$ cat src/rtl/sext_narrow_stream_if.sv
// Stream bus for sext_narrow_stream: 32-bit words in, 8-bit narrowed words plus overflow flag out.
interface sext_narrow_stream_if;
  logic        in_valid;
  logic        in_ready;
  logic [31:0] din;
  logic        out_valid;
  logic        out_ready;
  logic [7:0]  dout;
  logic        out_ovf;

  modport master (
    output in_valid, din, out_ready,
    input  in_ready, out_valid, dout, out_ovf
  );

  modport slave (
    input  in_valid, din, out_ready,
    output in_ready, out_valid, dout, out_ovf
  );
endinterface

$ cat src/rtl/sext_narrow_stream.sv
// Narrows sign-extended 32-bit words to 8 bits through a 2-entry skid FIFO, flagging and counting overflows.
// Optional build macro NARROW_SATURATE_EN: overflowing words saturate to 0x7F/0x80 instead of truncating.
module sext_narrow_stream #(
  parameter int CNT_W = 16
) (
  input  logic             clk,
  input  logic             reset,
  sext_narrow_stream_if.slave bus,
  input  logic             clr_count,
  output logic [CNT_W-1:0] ovf_count
);

  logic [1:0] count, count_nxt;
  logic       rdy_q;
  logic [7:0] head_val, skid_val, in_val;
  logic       head_ovf, skid_ovf, in_ovf;
  logic       push, pop;

  assign in_ovf = (bus.din[31:8] != {24{bus.din[7]}});

`ifdef NARROW_SATURATE_EN
  // Saturation sign comes from the true MSB, not from the corrupted bit 7.
  assign in_val = in_ovf ? (bus.din[31] ? 8'h80 : 8'h7F) : bus.din[7:0];
`else
  assign in_val = bus.din[7:0];
`endif

  assign push = bus.in_valid & rdy_q;
  assign pop  = bus.out_valid & bus.out_ready;

  always_comb begin
    count_nxt = count;
    case ({push, pop})
      2'b10:   count_nxt = count + 2'd1;
      2'b01:   count_nxt = count - 2'd1;
      default: count_nxt = count;
    endcase
  end

  assign bus.in_ready  = rdy_q;
  assign bus.out_valid = (count != 2'd0);
  assign bus.dout      = head_val;
  assign bus.out_ovf   = head_ovf;

  // Head is its own register so dout holds its last value when the FIFO drains.
  always_ff @(posedge clk) begin
    if (reset) begin
      count    <= 2'd0;
      rdy_q    <= 1'b1;
      head_val <= 8'h00;
      head_ovf <= 1'b0;
      skid_val <= 8'h00;
      skid_ovf <= 1'b0;
    end else begin
      count <= count_nxt;
      rdy_q <= (count_nxt != 2'd2);
      if (pop && count == 2'd2) begin
        head_val <= skid_val;
        head_ovf <= skid_ovf;
      end else if (push && (count == 2'd0 || pop)) begin
        head_val <= in_val;
        head_ovf <= in_ovf;
      end
      if (push && count == 2'd1 && !pop) begin
        skid_val <= in_val;
        skid_ovf <= in_ovf;
      end
    end
  end

  always_ff @(posedge clk) begin
    if (reset)
      ovf_count <= '0;
    else if (clr_count)
      ovf_count <= '0;
    else if (push && in_ovf && !(&ovf_count))
      ovf_count <= ovf_count + 1'b1;
  end

endmodule

$ cat src/flat_wrapper.sv
// flat-port wrapper written by rule: the top's interface ports become plain ports
module sext_narrow_stream_flat 
#(
  parameter int CNT_W = 16
)
  (clk, reset, clr_count, ovf_count, bus_in_valid, bus_din, bus_out_ready, bus_in_ready, bus_out_valid, bus_dout, bus_out_ovf);
  sext_narrow_stream_if bus_i ();
  input  logic clk;
  input  logic reset;
  input  logic clr_count;
  output logic [CNT_W-1:0] ovf_count;
  input wire logic [$bits(bus_i.in_valid)-1:0] bus_in_valid;
  input wire logic [$bits(bus_i.din)-1:0] bus_din;
  input wire logic [$bits(bus_i.out_ready)-1:0] bus_out_ready;
  output wire logic [$bits(bus_i.in_ready)-1:0] bus_in_ready;
  output wire logic [$bits(bus_i.out_valid)-1:0] bus_out_valid;
  output wire logic [$bits(bus_i.dout)-1:0] bus_dout;
  output wire logic [$bits(bus_i.out_ovf)-1:0] bus_out_ovf;
  assign bus_i.in_valid = bus_in_valid;
  assign bus_i.din = bus_din;
  assign bus_i.out_ready = bus_out_ready;
  assign bus_in_ready = bus_i.in_ready;
  assign bus_out_valid = bus_i.out_valid;
  assign bus_dout = bus_i.dout;
  assign bus_out_ovf = bus_i.out_ovf;
  sext_narrow_stream #(.CNT_W(CNT_W)) u_core (.clk(clk), .reset(reset), .bus(bus_i), .clr_count(clr_count), .ovf_count(ovf_count));
endmodule
$ cat config.mk
export PLATFORM = sky130hd
export DESIGN_NAME = sext_narrow_stream_flat
export DESIGN_NICKNAME = d
export VERILOG_FILES = /design/src/rtl/sext_narrow_stream_if.sv /design/src/rtl/sext_narrow_stream.sv /design/src/flat_wrapper.sv
export SDC_FILE = /design/constraint.sdc
export NUM_CORES = 1
export LEC_CHECK = 0
export CORE_MARGIN = 2
export CORE_UTILIZATION = 50
export CTS_BUF_LIST = sky130_fd_sc_hd__clkbuf_8
export DETAILED_ROUTE_END_ITERATION = 8
export GPL_TIMING_DRIVEN = 0
export HOLD_SLACK_MARGIN = 0.08
export PLACE_DENSITY_LB_ADDON = 0.25
export SYNTH_ARGS = -nofsm -noshare
export SYNTH_HDL_FRONTEND = slang
export SYNTH_SLANG_ARGS = --single-unit
export TNS_END_PERCENT = 50
$ cat constraint.sdc
create_clock -name clk -period 3.95 [get_ports clk]
set_clock_uncertainty 0.2 [all_clocks]
set_input_delay 0.79 -clock clk [delete_from_list [all_inputs] [get_ports clk]]
set_output_delay 0.79 -clock clk [all_outputs]
set_load 0.05 [all_outputs]
==> summary.md <==
| Metric | Value |
|---|---|
| Dpl cells | 334 |
| IO Count | 64 |
| Core area | around 3600 sq um |
| Grt total ovfl | 0 |
| Final min period | 3.10 ns |
| DP Area | 2550 sq um |
| Sequential fraction of the synthesis area | 39.6% |
| Placer Congestion | 0.838 |
| Fmax | 0.322 GHz |
| Clk slew on worst S/H paths | 0.07 ns |
| R2r startpoint | u_core.ovf_count[2]$_SDFFE_PP0P_ |
| Total of max-cap violations | 0 |
| CTS tree | yes |
| Final setup violation count | 0 |
| Post-synthesis register bit count | 37 |
| Row cnt | 22 |
| CP required | 3.97 ns |
| Clk_lat worst skew | 0.29 ns |
| Post-synth cell types | 36 |
| Synth Area per Inst | ~8.3 sq um |
| Area Growth Syn to Fin | 41.0% |
| Number of post-CTS setup repair buffers | 0 |
| Largest net degree at the start of global routing | 11 |
| Reg2reg end | u_core.ovf_count[8]$_SDFFE_PP0P_ |
| Vias/cell | 5.75 |
| Die Wd | ~65 um |
| Sw Share | 37.4% |
| Total Routing Usage GR | 23.0% |
| Leakage | about 0.92 nW |
| Internal Pwr Total | 0.716 mW |
| Iter 0 DRT Violations | 134 |
| Worst Max-Slew Pin Slew | 0.695 ns |
| CTS H-tree lvls | 2 |
| First drt pass iteration count | 5 |
| Setup TNS | 0 ns |
| CP Launch Type | input port |
| WL final | 4.42 mm |
| Post-cts resize count | 0 |
| Run status | finished clean |
| CTS Buf Count | 5 |
| Layout cell share with drive strength beyond 1 | just under 6% |
| Final antenna diode count | 0 |
| Worst-case reg-to-reg path depth | 6 |
| Slew margin rel. | 53.7% |
| Setup WS pre-CTS | 0.564 ns |
| Final period util | 78.5% |
| DPL Wire Length | 3.28 mm |
| Wire length per cell | 13.0 um |
| Fin worst setup slack | 0.848 ns |
| Initial core utilization | 51.4% |
| First-pass GRT wire length | 7.73 mm |
| Syn Inst Count | 224 |
| Logic gate share of total power | 38.3% |
| Worst Hold Depth | 2 |
| Final hold slack | 0.281 ns |
| Power, Total | 1.14 mW |
| Worst EP arrival | 3.13 ns |
| DRC violations left | 0 |
| Max Slew Vio Count | 0 |
| Number of global-route vias before repair | roughly 1800 |
| Most common cell after layout, fill and taps aside | clkdlybuf4s50_1 |
| PwrDens | 434 nW/um^2 |
| Clk sinks | 37 |
| CTS Hold Bufs | 0 |
| Clock network power share | around 23% |
| Setup crit end kind | flip-flop |
| CTS Root Cell | clkbuf_8 |
| Post-DRT Antenna Nets | 0 |
| Synthesized area | 1870 sq um |
| Worst hold path startpoint | u_core.ovf_count[10]$_SDFFE_PP0P_ |
| Die Y | 65.1 um |
| Sw Pwr | approximately 0.43 mW |
| Type of the most critical hold path | reg -> reg |
| Reg power frac | 38.5% |
| Initial antenna violation count | 0 |
| Mapped Nets | roughly 270 |
| Synth warn | 0 |
| Via Count | 1962 |
| Fin util | 72.6% |
| Clock tree buffer depth | 2 |
| Peak supply drop | 0.345 mV |
| Crit path max fanout | 10 |
| WHS Endpoint | u_core.ovf_count[10]$_SDFFE_PP0P_ |
| Die area | 4240 sq um |
| RSZ-0062 raised after global routing | no |
| Fin cells | roughly 340 |
| Final Net Count | 336 |
| Commonest cells after routing, fill and taps aside | clkdlybuf4s50_1 (62), dfxtp_1 (37), nor2_1 (27) |
| IO buf count | 62 |
| Final Hold Vio Count | 0 |
| Flop2flop setup slack | between 1.5 and 2 ns |
| Finished Cell Area | 2640 sq um |
| Critical path class | in -> reg |
==> worst max-delay path by stage <==
stage	startpoint	to	slack, ns	cells after the start
6_report	bus_din[20]	u_core.ovf_count[10]$_SDFFE_PP0P_	0.85	7
4_1_cts	bus_din[20]	u_core.ovf_count[10]$_SDFFE_PP0P_	0.86	7
5_1_grt	bus_din[18]	u_core.ovf_count[0]$_SDFFE_PP0P_	0.63	7
3_5_place_dp	bus_din[20]	u_core.ovf_count[10]$_SDFFE_PP0P_	0.56	7
3_3_place_gp	bus_din[21]	u_core.ovf_count[10]$_SDFFE_PP0P_	0.54	7
2_1_floorplan	bus_din[7]	u_core.ovf_count[10]$_SDFFE_PP0P_	1.38	7
==> worst max-delay path, cell delays in order <==
cell and delay [ns]:
clkdlybuf4s50_1 0.48, nand4_1 0.09, or3_1 0.36, a222oi_1 0.65
clkbuf_1 0.38, or3_1 0.20, mux2i_1 0.17
==> cells in the mapped netlist, drive strengths merged <==
| library cell | count | share of area [%] |
|---|---|---|
| or2 | 2 | 0.67 |
| ha | 6 | 4.0 |
| a211oi | 3 | 1.2 |
| o31ai | 2 | 0.80 |
| nand3 | 9 | 2.4 |
| a22oi | 1 | 0.40 |
| clkbuf | 7 | 1.6 |
| inv | 7 | 1.4 |
| nor2 | 27 | 5.4 |
| nand4 | 7 | 2.7 |
| nand2b | 2 | 1.1 |
| mux2i | 10 | 5.4 |
| clkinv | 1 | 0.20 |
| a222oi | 9 | 4.8 |
| and3 | 6 | 2.1 |
| a21oi | 16 | 4.3 |
| o211ai | 4 | 1.6 |
| nor4 | 4 | 1.3 |
| or3 | 19 | 6.5 |
| nor3 | 6 | 1.6 |
| o2111ai | 2 | 0.94 |
| nor2b | 2 | 0.67 |
| o21ai | 17 | 4.6 |
| buf | 3 | 1.1 |
| dfxtp | 37 | 40 |
| nand2 | 13 | 2.6 |
| or4 | 2 | 1.0 |
==> flip-flops by register name (all words and copies together), names as in the netlist <==
| register | cells |
|---|---|
| u_core.bus.in_ready | 1 |
| u_core.skid_val | 8 |
| u_core.bus.dout | 8 |
| u_core.ovf_count | 16 |
| u_core.skid_ovf | 1 |
| u_core.bus.out_ovf | 1 |
| u_core.count | 2 |
==> cell families after synthesis <==
kind of cell | share of synthesized area [%]
mux | 5.35
buf+inv | 4.35
fa+ha+maj | 4.02
flops | 39.6
simple gates | 28.0
compound gates | 18.6
==> metal layers <==
| metal | share of wire (%) | global-route usage [%] |
|---|---|---|
| met5 | 0 | 0 |
| met3 | 6.4 | 5.48 |
| met4 | 1.4 | 9.11 |
| met2 | 48 | 38.5 |
| met1 | 44 | 28.4 |
==> power by group through the flow <==
stage | clock network (mW) | logic [mW] | registers (mW)
3_3_place_gp | 0 | 0.430 | 0.447
3_5_place_dp | 0 | 0.437 | 0.448
6_report | 0.265 | 0.439 | 0.441
2_1_floorplan | 0 | 0.206 | 0.529
5_1_grt | 0.284 | 0.474 | 0.446
4_1_cts | 0.269 | 0.440 | 0.440
==> layout make-up <==
type,count,area [sq um]
multi-input combinational,169,1050
fill,309,997
sequential,37,741
timing repair buffer,62,621
clock buffer,6,82.6
tap,48,60.1
buffer,10,51.3
inverter,8,30.0
clock inverter,1,3.75
Power figures use the tool's default switching activity.
==> RTL change: new RTL, same flow settings <==
`CNT_W` is set to 16 in 2 places; all go to 24.
--- a/src/rtl/sext_narrow_stream.sv
+++ b/src/rtl/sext_narrow_stream.sv
@@ -1,7 +1,7 @@
 // Narrows sign-extended 32-bit words to 8 bits through a 2-entry skid FIFO, flagging and counting overflows.
 // Optional build macro NARROW_SATURATE_EN: overflowing words saturate to 0x7F/0x80 instead of truncating.
 module sext_narrow_stream #(
-  parameter int CNT_W = 16
+  parameter int CNT_W = 24
 ) (
   input  logic             clk,
   input  logic             reset,
--- a/src/flat_wrapper.sv
+++ b/src/flat_wrapper.sv
@@ -1,7 +1,7 @@
 // flat-port wrapper written by rule: the top's interface ports become plain ports
 module sext_narrow_stream_flat 
 #(
-  parameter int CNT_W = 16
+  parameter int CNT_W = 24
 )
   (clk, reset, clr_count, ovf_count, bus_in_valid, bus_din, bus_out_ready, bus_in_ready, bus_out_valid, bus_dout, bus_out_ovf);
   sext_narrow_stream_if bus_i ();
Interface: changed (resized ovf_count); port bits go from 64 to 72. The function was not compared with the original's and may differ.
==> RTL change against the unedited design <==
Clock power up 38%; cell area is 22% higher; area after synthesis up 26%; wire length increased by 47%; sequential cell count up 8; worst setup slack worse by 0.099 ns; power up 18%; critical endpoint is now u_core.ovf_count[7]; largest cell class unchanged; highest routed layer unchanged.
==> RTL change: results (changes against the unedited design) <==
Clocking
  – Maximum clock path buffer count: 2 (unchanged)
  – Clk pin slew, worst setup/hold paths: 0.09 ns (+0.02 ns)
  – H-Tree Depth: 2 (unchanged)
  – Post-CTS setup buffers: 0 (unchanged)
  – Post-CTS sizing: 0 (unchanged)
  – Clk Latency, worst-skew pair: 0.30 ns
  – Inserted Clock Buffers: 5 (unchanged)
  – Root buf cell: clkbuf_8

Worst setup path
  – Critical path origin: bus_din[21]
  – Largest driver fanout on the critical path: 10 (unchanged)
  – FF-to-FF setup slack: 1.43 ns (-0.26 ns)
  – CP endpoint: u_core.ovf_count[7]
  – Crit path DAT: 3.17 ns (+0.04 ns)
  – Slowest cell delay on critical path: 0.48 ns (-0.17 ns)
  – R2R depth: 7 (+1)
  – Top Family by Delay on Critical Path: buffers and inverters
  – Worst r2r src: u_core.ovf_count[0]
  – CP max stage cell: clkdlybuf4s50_1
  – RR Endpoint: u_core.ovf_count[22]

Pwr
  – Leakage power: 0.001099 uW (+20%)
  – Peak VDD IR: 0.0002817 V (-18%)

Global routing
  – Initial antenna violation count: 0 (unchanged)
  – Number of global-route vias before repair: 2477 (+38%)
  – First-pass GRT wire length: 10.92 mm (+41%)
  – GRT Total Usage: 0.2589 (+0.02928)
  – Largest net degree at the start of global routing: 17 (+6)

Outcome
  – Status: finished clean

Layout
  – Reg with most FFs: u_core.ovf_count
  – Final-layout fill cell count: 359 (+16%)
  – Inserted Diodes: 0 (unchanged)
  – Max FFs per register: 24 (+8)
  – Layout cell share with drive strength beyond 1: 0.03523 (-0.02279)
  – Nets@finish: 411 (+22%)

Yosys
  – Top cells by area, synth: dfxtp_1 (38%), or3_1 (7.2%), o21ai_0 (5.1%), nor2_1 (5.0%), a21oi_1 (4.9%)
  – Synth top cells by count: dfxtp_1 (45), nor2_1 (31), or3_1 (27), o21ai_0 (24), a21oi_1 (23)
  – Async SR Flop Fraction: 0 (unchanged)
  – Syn nets: 334 (+25%)
  – Synth Flop Type: dfxtp_1
  – Post-synthesis cell type count: 35 (-2.8%)
  – Register area share after synthesis: 0.3840 (-0.01225)
  – Synth warn: 0 (unchanged)

Timing
  – Slew @ Worst Pin: 0.6799 ns (-0.01481 ns)
  – Period utilization: 0.8105 (+0.02518)

Route
  – Wire per inst: 15.41 um (+19%)
  – DR pass1 iterations: 8 (+3)
  – Routed via count: 2604 (+33%)
  – Initial DRC count: 189 (+41%)
  – Drc violations: 0 (unchanged)

Hold path
  – Hold Crit Class: reg2reg

Placement
  – Port Buf Inserts: 70 (+13%)
  – Pre-CTS setup slack: 0.4820 ns (-0.08241 ns)
  – Dpl hpwl: 4.743 mm (+45%)
  – GPL Wtd Cong: 0.9249 (+10%)
## RTL change: cell types whose count changed in the layout (fill, tap and decap cells not counted), moves of 7 or more
cell / before / now
a21oi_1: 16 / 23
clkdlybuf4s50_1: 62 / 70
dfxtp_1: 37 / 45
nand3_1: 9 / 18
o21ai_0: 16 / 24
or3_1: 17 / 27
## RTL change: logic make-up after synthesis
kind of cell / share of synthesized area
mux: 0.04267
fa+ha+maj: 0.03200
simple gates: 0.2949
buf+inv: 0.04107
compound gates: 0.2053
flops: 0.3840
## RTL change: routing by layer
metal | GRT usage | vias up | share of wire
met4 | 0.08642 | 0 | 0.019
met3 | 0.05833 | 14 | 0.070
li1 | - | 1263 | -
met2 | 0.4343 | 106 | 0.49
met5 | 0 | - | 0
met1 | 0.3299 | 1221 | 0.42
## RTL change: worst min-delay path, cell delays in order (launching register included)
cell and delay, ns:
dfxtp_1 0.34, o21ai_0 0.07, a21oi_1 0.06
## RTL change: per-stage QoR
stage,power (uW),instances,instance area [sq um]
2_1_floorplan,829.9,291,2346
3_3_place_gp,977.2,413,3112
3_5_place_dp,988.3,413,3112
4_1_cts,1356,421,3228
5_1_grt,1422,421,3228
6_report,1350,421,3228
## RTL change: layout make-up
| cell class | count | area share |
|---|---|---|
| multi-input cells | 223 | 0.4178 |
| clock inverters | 3 | 0.01473 |
| clock buffers | 5 | 0.02132 |
| inverters | 8 | 0.009302 |
| repair buffers | 70 | 0.2171 |
| well taps | 52 | 0.02016 |
| flip-flops and latches | 45 | 0.2791 |
| plain buffers | 15 | 0.02054 |
## RTL change: worst min-delay path by stage
stage	start	end	slack [ns]	cells past startpoint
after CTS	u_core.ovf_count[23]	u_core.ovf_count[23]	0.31	2
final	u_core.ovf_count[23]	u_core.ovf_count[23]	0.31	2
after detailed placement	u_core.bus.dout[4]	u_core.bus.dout[4]	0.29	2
after floorplan	u_core.skid_val[0]	u_core.skid_val[0]	0.26	2
after global routing	u_core.skid_val[2]	u_core.skid_val[2]	0.34	2
after global placement	u_core.skid_val[5]	u_core.skid_val[5]	0.28	2
## RTL change: power breakdown
part / total [uW] / internal (uW) / switching, uW / leakage, uW
clock network: 367 / 193 / 174 / 0.0000591
logic: 455 / 169 / 286 / 0.000675
registers: 529 / 496 / 32.9 / 0.000365
total: 1350 / 858 / 492 / 0.00110
